--- config.mk ---
export PLATFORM = sky130hd
export DESIGN_NAME = seg7_scan_driver_flat
export DESIGN_NICKNAME = d
export VERILOG_FILES = /design/src/rtl/seg7_pkg.sv /design/src/rtl/seg7_scan_driver_if.sv /design/src/rtl/hex7seg_decode.sv /design/src/rtl/seg7_scan_driver.sv /design/src/flat_wrapper.sv
export SDC_FILE = /design/constraint.sdc
export NUM_CORES = 1
export LEC_CHECK = 0
export ABC_AREA = 1
export CORE_MARGIN = 2
export CORE_UTILIZATION = 26
export DETAILED_ROUTE_END_ITERATION = 12
export PLACE_DENSITY = 0.48
export SYNTH_ARGS = -nofsm -noshare
export SYNTH_HDL_FRONTEND = slang
export SYNTH_SLANG_ARGS = --single-unit
--- constraint.sdc ---
create_clock -name clk -period 3.3 [get_ports clk]
set_clock_uncertainty 0.2 [all_clocks]
set_input_delay 0.495 -clock clk [delete_from_list [all_inputs] [get_ports clk]]
set_output_delay 0.495 -clock clk [all_outputs]
set_load 0.01 [all_outputs]
--- src/rtl/seg7_pkg.sv ---
// Shared types and segment constants for the multiplexed seven-segment driver.
// Segment bit order is a..g on bits 0..6, active-low.
package seg7_pkg;

  typedef enum logic {
    BLANK = 1'b0,
    SHOW  = 1'b1
  } state_e;

  localparam int unsigned SEG_W  = 7;
  localparam int unsigned NIB_W  = 4;

  localparam logic [SEG_W-1:0] SEG_OFF = 7'h7F;

  localparam logic [SEG_W-1:0] SEG_0 = 7'h40;
  localparam logic [SEG_W-1:0] SEG_1 = 7'h79;
  localparam logic [SEG_W-1:0] SEG_2 = 7'h24;
  localparam logic [SEG_W-1:0] SEG_3 = 7'h30;
  localparam logic [SEG_W-1:0] SEG_4 = 7'h19;
  localparam logic [SEG_W-1:0] SEG_5 = 7'h12;
  localparam logic [SEG_W-1:0] SEG_6 = 7'h02;
  localparam logic [SEG_W-1:0] SEG_7 = 7'h78;
  localparam logic [SEG_W-1:0] SEG_8 = 7'h00;
  localparam logic [SEG_W-1:0] SEG_9 = 7'h10;
  localparam logic [SEG_W-1:0] SEG_A = 7'h08;
  localparam logic [SEG_W-1:0] SEG_B = 7'h03;
  localparam logic [SEG_W-1:0] SEG_C = 7'h46;
  localparam logic [SEG_W-1:0] SEG_D = 7'h21;
  localparam logic [SEG_W-1:0] SEG_E = 7'h06;
  localparam logic [SEG_W-1:0] SEG_F = 7'h0E;

endpackage

--- src/rtl/seg7_scan_driver_if.sv ---
// Request/display bundle between the display client (master) and the scan driver (slave).
interface seg7_scan_driver_if
  import seg7_pkg::*;
#(
  parameter int unsigned NUM_DIGITS = 8
) ();

  logic                      scan_tick;
  logic                      load;
  logic [NIB_W*NUM_DIGITS-1:0] data_in;
  logic [NUM_DIGITS-1:0]     dp_in;
  logic [NUM_DIGITS-1:0]     an_n;
  logic [SEG_W-1:0]          seg_n;
  logic                      dp_n;
  logic                      frame_done;
  logic                      pending;

  modport master (
    output scan_tick, load, data_in, dp_in,
    input  an_n, seg_n, dp_n, frame_done, pending
  );

  modport slave (
    input  scan_tick, load, data_in, dp_in,
    output an_n, seg_n, dp_n, frame_done, pending
  );

endinterface

--- src/rtl/hex7seg_decode.sv ---
// Combinational hex nibble to active-low seven-segment pattern.
module hex7seg_decode
  import seg7_pkg::*;
(
  input  logic [NIB_W-1:0] nibble,
  output logic [SEG_W-1:0] seg_n_c
);

  always_comb begin
    seg_n_c = SEG_OFF;
    case (nibble)
      4'h0: seg_n_c = SEG_0;
      4'h1: seg_n_c = SEG_1;
      4'h2: seg_n_c = SEG_2;
      4'h3: seg_n_c = SEG_3;
      4'h4: seg_n_c = SEG_4;
      4'h5: seg_n_c = SEG_5;
      4'h6: seg_n_c = SEG_6;
      4'h7: seg_n_c = SEG_7;
      4'h8: seg_n_c = SEG_8;
      4'h9: seg_n_c = SEG_9;
      4'hA: seg_n_c = SEG_A;
      4'hB: seg_n_c = SEG_B;
      4'hC: seg_n_c = SEG_C;
      4'hD: seg_n_c = SEG_D;
      4'hE: seg_n_c = SEG_E;
      4'hF: seg_n_c = SEG_F;
      default: seg_n_c = SEG_OFF;
    endcase
  end

endmodule

--- src/rtl/seg7_scan_driver.sv ---
// Multiplexed seven-segment scan driver with frame-aligned shadow commit and dead-time blanking.
// Optional leading-zero suppression: define SEG7_LEADING_ZERO_BLANK_EN.
module seg7_scan_driver
  import seg7_pkg::*;
#(
  parameter int unsigned NUM_DIGITS  = 8,
  parameter int unsigned DEAD_CYCLES = 4
) (
  input  logic                clk,
  input  logic                rst,
  seg7_scan_driver_if.slave   bus
);

  localparam int unsigned IDX_W  = $clog2(NUM_DIGITS);
  localparam int unsigned DEAD_W = $clog2(DEAD_CYCLES + 1);
  localparam int unsigned DATA_W = NIB_W * NUM_DIGITS;

  localparam logic [IDX_W-1:0]  IDX_LAST  = IDX_W'(NUM_DIGITS - 1);
  localparam logic [DEAD_W-1:0] DEAD_INIT = DEAD_W'(DEAD_CYCLES);

  state_e                 state_q, state_d;
  logic [DEAD_W-1:0]      dead_q, dead_d;
  logic [IDX_W-1:0]       idx_q, idx_d;
  logic [DATA_W-1:0]      shadow_data_q, shadow_data_d;
  logic [NUM_DIGITS-1:0]  shadow_dp_q, shadow_dp_d;
  logic [DATA_W-1:0]      pend_data_q, pend_data_d;
  logic [NUM_DIGITS-1:0]  pend_dp_q, pend_dp_d;
  logic                   pending_q, pending_d;
  logic                   frame_done_q, frame_done_d;
  logic [NUM_DIGITS-1:0]  an_n_q, an_n_d;
  logic [SEG_W-1:0]       seg_n_q, seg_n_d;
  logic                   dp_n_q, dp_n_d;

  logic                   wrap_c;
  logic [NIB_W-1:0]       nibble_sel_c;
  logic                   dp_sel_c;
  logic                   suppress_c;
  logic [SEG_W-1:0]       seg_dec_c;

  // Scan FSM plus pending/shadow bookkeeping; the shadow only changes on the wrap tick.
  always_comb begin
    state_d       = state_q;
    dead_d        = dead_q;
    idx_d         = idx_q;
    shadow_data_d = shadow_data_q;
    shadow_dp_d   = shadow_dp_q;
    pend_data_d   = pend_data_q;
    pend_dp_d     = pend_dp_q;
    pending_d     = pending_q;
    frame_done_d  = 1'b0;
    wrap_c        = 1'b0;

    unique case (state_q)
      BLANK: begin
        if (dead_q <= DEAD_W'(1)) begin
          state_d = SHOW;
          dead_d  = '0;
        end else begin
          dead_d  = dead_q - DEAD_W'(1);
        end
      end
      SHOW: begin
        if (bus.scan_tick) begin
          state_d = BLANK;
          dead_d  = DEAD_INIT;
          if (idx_q == IDX_LAST) begin
            idx_d  = '0;
            wrap_c = 1'b1;
          end else begin
            idx_d  = idx_q + IDX_W'(1);
          end
        end
      end
      default: state_d = BLANK;
    endcase

    if (bus.load) begin
      pend_data_d = bus.data_in;
      pend_dp_d   = bus.dp_in;
      pending_d   = 1'b1;
    end

    // A load coinciding with the commit bypasses the pending registers.
    if (wrap_c) begin
      frame_done_d = 1'b1;
      pending_d    = 1'b0;
      if (bus.load) begin
        shadow_data_d = bus.data_in;
        shadow_dp_d   = bus.dp_in;
      end else if (pending_q) begin
        shadow_data_d = pend_data_q;
        shadow_dp_d   = pend_dp_q;
      end
    end
  end

  // Select the upcoming digit's nibble and dp from next-state values so outputs track the FSM edge.
  always_comb begin
    nibble_sel_c = '0;
    dp_sel_c     = 1'b0;
    suppress_c   = 1'b0;
    for (int k = 0; k < NUM_DIGITS; k++) begin
      if (idx_d == IDX_W'(k)) begin
        nibble_sel_c = shadow_data_d[NIB_W*k +: NIB_W];
        dp_sel_c     = shadow_dp_d[k];
      end
    end
`ifdef SEG7_LEADING_ZERO_BLANK_EN
    begin : lzb
      logic zero_above;
      zero_above = 1'b1;
      for (int k = NUM_DIGITS - 1; k > 0; k--) begin
        zero_above = zero_above & (shadow_data_d[NIB_W*k +: NIB_W] == '0);
        if ((idx_d == IDX_W'(k)) && zero_above && !shadow_dp_d[k]) begin
          suppress_c = 1'b1;
        end
      end
    end
`endif
  end

  hex7seg_decode u_decode (
    .nibble  (nibble_sel_c),
    .seg_n_c (seg_dec_c)
  );

  always_comb begin
    an_n_d  = '1;
    seg_n_d = SEG_OFF;
    dp_n_d  = 1'b1;
    if ((state_d == SHOW) && !suppress_c) begin
      an_n_d  = ~(NUM_DIGITS'(1) << idx_d);
      seg_n_d = seg_dec_c;
      dp_n_d  = ~dp_sel_c;
    end
  end

  always_ff @(posedge clk) begin
    if (rst) begin
      state_q       <= BLANK;
      dead_q        <= DEAD_INIT;
      idx_q         <= '0;
      shadow_data_q <= '0;
      shadow_dp_q   <= '0;
      pend_data_q   <= '0;
      pend_dp_q     <= '0;
      pending_q     <= 1'b0;
      frame_done_q  <= 1'b0;
      an_n_q        <= '1;
      seg_n_q       <= SEG_OFF;
      dp_n_q        <= 1'b1;
    end else begin
      state_q       <= state_d;
      dead_q        <= dead_d;
      idx_q         <= idx_d;
      shadow_data_q <= shadow_data_d;
      shadow_dp_q   <= shadow_dp_d;
      pend_data_q   <= pend_data_d;
      pend_dp_q     <= pend_dp_d;
      pending_q     <= pending_d;
      frame_done_q  <= frame_done_d;
      an_n_q        <= an_n_d;
      seg_n_q       <= seg_n_d;
      dp_n_q        <= dp_n_d;
    end
  end

  assign bus.an_n       = an_n_q;
  assign bus.seg_n      = seg_n_q;
  assign bus.dp_n       = dp_n_q;
  assign bus.frame_done = frame_done_q;
  assign bus.pending    = pending_q;

endmodule

--- src/flat_wrapper.sv ---
// flat-port wrapper written by rule: the top's interface ports become plain ports
module seg7_scan_driver_flat import seg7_pkg::*;
#(
  parameter int unsigned NUM_DIGITS  = 8,
  parameter int unsigned DEAD_CYCLES = 4
)
  (clk, rst, bus_scan_tick, bus_load, bus_data_in, bus_dp_in, bus_an_n, bus_seg_n, bus_dp_n, bus_frame_done, bus_pending);
  seg7_scan_driver_if #(.NUM_DIGITS(NUM_DIGITS)) bus_i ();
  input  logic clk;
  input  logic rst;
  input wire logic [$bits(bus_i.scan_tick)-1:0] bus_scan_tick;
  input wire logic [$bits(bus_i.load)-1:0] bus_load;
  input wire logic [$bits(bus_i.data_in)-1:0] bus_data_in;
  input wire logic [$bits(bus_i.dp_in)-1:0] bus_dp_in;
  output wire logic [$bits(bus_i.an_n)-1:0] bus_an_n;
  output wire logic [$bits(bus_i.seg_n)-1:0] bus_seg_n;
  output wire logic [$bits(bus_i.dp_n)-1:0] bus_dp_n;
  output wire logic [$bits(bus_i.frame_done)-1:0] bus_frame_done;
  output wire logic [$bits(bus_i.pending)-1:0] bus_pending;
  assign bus_i.scan_tick = bus_scan_tick;
  assign bus_i.load = bus_load;
  assign bus_i.data_in = bus_data_in;
  assign bus_i.dp_in = bus_dp_in;
  assign bus_an_n = bus_i.an_n;
  assign bus_seg_n = bus_i.seg_n;
  assign bus_dp_n = bus_i.dp_n;
  assign bus_frame_done = bus_i.frame_done;
  assign bus_pending = bus_i.pending;
  seg7_scan_driver #(.NUM_DIGITS(NUM_DIGITS), .DEAD_CYCLES(DEAD_CYCLES)) u_core (.clk(clk), .rst(rst), .bus(bus_i));
endmodule
==> impl_metrics.yaml, run 1 <==
synth:
  synth_edf_count: 0
  synth_top_area_share_pct: 45.3
  yosys.area.top_type: "dfxtp_1"
  synthTopCellsByArea: "dfxtp_1, nand2_1, a21oi_1"
  synth-seq-cells: 105
  yosysMostFrequentCell: "nand2_1"
  ys_top_cells_by_count: "nand2_1, dfxtp_1, nor2_1"
  synth_fp_nets: 706
  synth_warnings: 0
  postSynth.asyncResetShare_pct: 0
  ys.flop_type: "dfxtp_1"
  syn_inst: 652
  synth_cell_type_count: 35
  synth_area_um2: 4640
  ys_seq_area_share_pct: 45.3
  synth_area_per_cell_um2: 7.12
sta:
  fin_crit_sh_pct: 90.3
  worst_pin_slew_ps: 969
  setup_viol: 0
  max_slew_margin_pct: 35.4
  rsz0062_at_grt: "no"
  post-route-min-period_ps: 2980
  fmax_mhz: 335
  finalWorstSetupSlack_ps: 319
  setup_tns_ps: 0
  slew_violations: 0
  final-hold-violation-count: 0
clock_network:
  cts_made_buffers: 9
  cts_resized: 0
  clkTransAtPathRegs_ps: 70
  root_buffer: "clkbuf_16"
  clk_path_buf_depth: 2
  cts_setup_buffers: 0
  cts_tree: "yes"
  clock_latency_ps: 350
  holdBufCountCts: 0
  cts.htree.levels: 3
  cts_sinks: 105
floorplan:
  fp.dieH_um: 138
  placementRows: 48
  start_util_pct: 26.7
  io_pins: 62
  die-area_um2: 18900
  fp.dieW_um: 138
  core-area_um2: 17400
pwr:
  ir_drop_mv: 0.241
  pwr-share-comb_pct: 21.5
  powerDensity_nw_per_um2: 534
  p_seq_share_pct: 44.4
  p_sw_mw: 0.915
  leakage_nw: 2.72
  p_int_mw: 2.26
  p_clk_share_pct: 34.1
  switching_share_pct: 28.8
finish:
  final_area_um2: 5950
  layout.nets: 780
  antenna_cells: 0
  syn_to_final_growth_pct: 28.2
  drive_gt1_share_pct: 8.62
  final_cells: 956
placement:
  place_ws_ps: -11.7
  gp_congestion: 0.857
  dp.cells: 940
  dp_hpwl_mm: 9.12
  io_buffers: 61
  placed_cell_area_um2: 5650
outcome:
  status: "finished clean"
drt:
  drc: 0
  ant_nets: 0
  firstDrtPassIters: 4
  via_per_inst: 4.44
  wl_per_cell_um: 13.1
  dr.first_iter.drc_count: 317
  routed_wl_mm: 12.5
  vias: 4248
grt:
  grt_overflow: 0
  grt_pass1_vias: 4029
  grtUsageTotal_pct: 14.1
  grt_max_degree: 88
  antenna_found_initial: 0
  grt_first_pass_wirelength_mm: 20.6
critical_path:
  cp.arrival_ps: 3010
  required_ps: 3320
  cp-end-kind: "register"
  cp_max_fo: 12
  worstSetupPathType: "register to register"
  cp-start-kind: "register"
hold_path:
  hold_class: "input port to register"
job:
  drv_cap: 0
state kept, by name (all words and copies together), names as in the netlist, 3 cells and up:
signal,flops
u_core.bus.seg_n,7
u_core.shadow_dp_q,8
u_core.dead_q,3
u_core.pend_data_q,32
u_core.bus.an_n,8
u_core.pend_dp_q,8
u_core.shadow_data_q,32
u_core.idx_q,3
metrics by stage:
stage	utilization (%)	power [mW]	hold slack [ps]
after detailed placement	32.6	2.13	261
after floorplan	-	1.80	240
final	34.3	3.18	261
after global routing	34.3	3.35	248
after CTS	34.3	3.23	213
after global placement	32.6	2.12	256
worst max-delay path, stage by stage, from the launching register on:
cell,delay [ps]
dfxtp_1,330
ha_1,200
ha_1,220
inv_1,160
nor2_8,70
nand2_4,150
buf_12,160
nand2_1,50
and2_1,140
or2_2,270
nand4_1,100
nor2_1,60
buf_4,150
ha_1,270
inv_1,40
nand3_1,70
nand3_1,100
nand2_1,80
nand2_1,40
final timing paths:
check / from / to / slack, ps / cells after the start
worst max register to register: u_core.idx_q[0] / u_core.bus.seg_n[3] / 320 / 18
worst max-delay path: u_core.idx_q[0] / u_core.bus.seg_n[3] / 320 / 18
worst min register to register: u_core.dead_q[2] / u_core.dead_q[2] / 270 / 1
worst min-delay path: rst / u_core.dead_q[0] / 260 / 4
routing by layer:
layer | wire (um) | global-route usage, % | vias to the layer above
li1 | - | - | 2230
met1 | 5970 | 18.1 | 1950
met2 | 5840 | 23.5 | 60
met3 | 519 | 3.02 | 8
met4 | 158 | 4.64 | 0
met5 | 0 | 0 | -
cell type report:
class                   count  area (um^2)
clock buffers              11          243
fillers                  1833        11400
well taps                 225          282
clock inverters             5         55.1
inverters                  39          146
flip-flops and latches    105         2100
multi-input cells         480         2270
repair buffers             91          851
cell families (layout without fill, tap and decap cells):
| kind of cell | count (synthesis) | in the layout | share of synthesized area (%) |
|---|---|---|---|
| AO/OA/AOI/OAI | 84 | 84 | 10.0 |
| adder cells (fa/ha/maj) | 10 | 10 | 2.70 |
| buffers and inverters | 67 | 146 | 5.80 |
| flip-flops | 105 | 105 | 45.3 |
| multiplexers | 10 | 10 | 2.16 |
| AND/OR/NAND/NOR | 376 | 376 | 34.0 |
layout by cell type, fill, tap and decap left out, types with 3 or more instances in the layout:
master / n
nand2_1: 232
dfxtp_1: 105
nor2_1: 68
clkdlybuf4s50_1: 59
a21oi_1: 57
nand3_1: 49
inv_1: 38
buf_4: 28
o21ai_0: 16
mux2i_1: 10
ha_1: 10
clkbuf_16: 9
and2_1: 7
nor2_2: 4
nand4_1: 4
a22oi_1: 3
power groups by stage:
| stage | Sequential (mW) | Combinational, mW | Clock (mW) |
|---|---|---|---|
| floorplan | 1.45 | 0.349 | 0 |
| finish | 1.41 | 0.685 | 1.08 |
| CTS | 1.41 | 0.694 | 1.12 |
| detailed placement | 1.44 | 0.690 | 0 |
| global route | 1.42 | 0.765 | 1.17 |
| global placement | 1.44 | 0.683 | 0 |
(Power assumes the default switching activity.)
==> inputs of run 2 (changes only) <==
CORE_UTILIZATION = 28   (was 26)
HOLD_SLACK_MARGIN = 0.03   (was default)
PLACE_DENSITY = 0.5   (was 0.48)
==> run 2 against run 1 <==
Worst setup slack got worse by 1.6 ps. Hold slack got worse by 25 ps. Register-to-register slack hardly changed. Clock power decreased by 8%. Fmax barely moved. Non-clock buffer count down 5. Critical path depth did not move. Final area down 1.1%. Global-route usage up 0.065 points. Combinational power about the same. Sequential share of layout area increased by 0.39 points. Via count fell by 1.2%.
==> impl_metrics.yaml, run 2 (synthesis results as in run 1) <==
sta:
  fmax_mhz: 335
  worst_pin_slew_ps: 922
  setup_viol: 0
  final-hold-violation-count: 0
  setup_tns_ps: 0
  fin_crit_sh_pct: 90.4
  hold_ws_ps: 237
  slew_violations: 0
  max_slew_margin_pct: 38.5
  post-route-min-period_ps: 2980
  rsz0062_at_grt: "no"
grt:
  grt_max_degree: 88
  antenna_found_initial: 0
  grt_pass1_vias: 4110
  grt_overflow: 0
  grt_first_pass_wirelength_mm: 20.0
  grtUsageTotal_pct: 14.2
critical_path:
  cp.arrival_ps: 3020
  cp_num_buf_inv: 4
  worstSetupPathType: "register to register"
  critical_path.top_delay_family: "simple AND/OR/NAND/NOR gates"
  worst_path_most_repeated_cell: "nand2_1"
  cp-end-kind: "register"
  critical_path.slowest_cell: "dfxtp_1"
  max_stage_delay_ps: 380
  required_ps: 3340
  worstPathCellList: "ha_1 -> ha_1 -> inv_1 -> nor2_8 -> nand2_4 -> buf_4 -> nand2_1 -> and2_1 -> inv_1 -> nand2_1 -> nand4_1 -> nor2_1 -> inv_1 -> ha_1 -> nand3_1 -> o21ai_0 -> nand2_1 -> nand2_1"
  cp_max_fo: 19
  cp-start-kind: "register"
clock_network:
  holdBufCountCts: 0
  cts_made_buffers: 9
  clkTransAtPathRegs_ps: 70
  clock_latency_ps: 350
  cts_setup_buffers: 0
  cts_sinks: 105
  clk_path_buf_depth: 2
  cts_tree: "yes"
  root_buffer: "clkbuf_16"
  cts.htree.levels: 3
  cts_resized: 0
drt:
  vias: 4196
  routed_wl_mm: 12.0
  dr.first_iter.drc_count: 369
  drc: 0
  via_per_inst: 4.44
  ant_nets: 0
  wl_per_cell_um: 12.6
  firstDrtPassIters: 6
floorplan:
  start_util_pct: 28.3
  fp.dieW_um: 133
  fp.dieH_um: 133
  die-area_um2: 17600
  placementRows: 47
  core-area_um2: 16400
  io_pins: 62
hold_path:
  hold_class: "input port to register"
finish:
  final_util_pct: 35.9
  reg_top3: "u_core.pend_data_q (32), u_core.shadow_data_q (32)"
  n_fill_cell: 1711
  antenna_cells: 0
  final_cell_mix: "nand2_1, dfxtp_1, nor2_1, clkdlybuf4s50_1, a21oi_1"
  drive_gt1_share_pct: 8.13
  final_common_cell: "nand2_1"
  layout.nets: 775
  syn_to_final_growth_pct: 26.8
placement:
  gp_congestion: 0.837
  io_buffers: 61
  dp_hpwl_mm: 8.90
job:
  drv_cap: 0
pwr:
  ir_drop_mv: 0.255
  powerDensity_nw_per_um2: 526
  leakage_nw: 2.69
outcome:
  status: "finished clean"
-- run 2: cell types whose count changed in the layout (fill, tap and decap cells not counted), sizes merged --
cell | previous run | this run
buf | 32 | 27
clkinvlp | 2 | 1
clkinv | 2 | 4
bufinv | 1 | 0
-- run 2: worst paths after layout --
path / from / endpoint / slack (ps) / depth (start not counted)
setup reg to reg: u_core.idx_q[1] / u_core.bus.seg_n[5] / 320 / 18
setup / recovery: u_core.idx_q[1] / u_core.bus.seg_n[5] / 320 / 18
hold / removal: rst / u_core.dead_q[0] / 240 / 4
hold reg to reg: u_core.pend_data_q[5] / u_core.pend_data_q[5] / 270 / 2
-- run 2: metrics by stage --
stage	total power [mW]	setup slack (ps)	std cells	cell area, um^2
global route	3.27	6.94	946	5880
finish	3.09	318	946	5880
CTS	3.14	322	946	5880
global placement	2.12	50.6	930	5610
detailed placement	2.13	-54.3	930	5610
floorplan	1.80	515	652	4640
-- run 2: final cells by class --
class	count	area (um^2)	area share (%)
clock buffers	11	243	4.13
well taps	220	275	4.68
repair buffers	86	813	13.8
flip-flops and latches	105	2100	35.7
clock inverters	5	31.3	0.532
multi-input cells	480	2270	38.6
inverters	39	146	2.49
-- run 2: metal layers --
| metal | global-route usage [%] | share of wire [%] | vias up |
|---|---|---|---|
| met4 | 5.20 | 1.6 | 0 |
| met2 | 23.9 | 48 | 85 |
| li1 | - | - | 2214 |
| met1 | 17.8 | 46 | 1883 |
| met5 | 0 | 0 | - |
| met3 | 3.03 | 4.4 | 14 |
-- run 2: report_power, final --
part	internal, mW	switching [mW]	leakage [nW]	total [mW]
combinational	0.293	0.391	1.70	0.684
clock	0.530	0.468	0.135	0.998
sequential	1.37	0.0448	0.857	1.41
total	2.19	0.904	2.69	3.09
-- run 2: tightest hold or removal path, delay by kind of cell --
family	cells	cell delay (ps)
buf+inv	2	140
compound gates	2	120
==> inputs of run 3 (changes only) <==
--- a/config.mk
+++ b/config.mk
@@ -15,2 +15,3 @@
 export SYNTH_HDL_FRONTEND = slang
 export SYNTH_SLANG_ARGS = --single-unit
+export TNS_END_PERCENT = 30
==> constraint.sdc (replaced) <==
create_clock -name clk -period 3.3 [get_ports clk]
set_clock_uncertainty 0.2 [all_clocks]
set_input_delay 0.495 -clock clk [delete_from_list [all_inputs] [get_ports clk]]
set_output_delay 0.495 -clock clk [all_outputs]
set_load 0.005 [all_outputs]
==> results of run 3 <==
Same layout as run 2 (identical final DEF). Status: finished clean.
Main changes from that run: total power 3.09 mW -> 3.08 mW
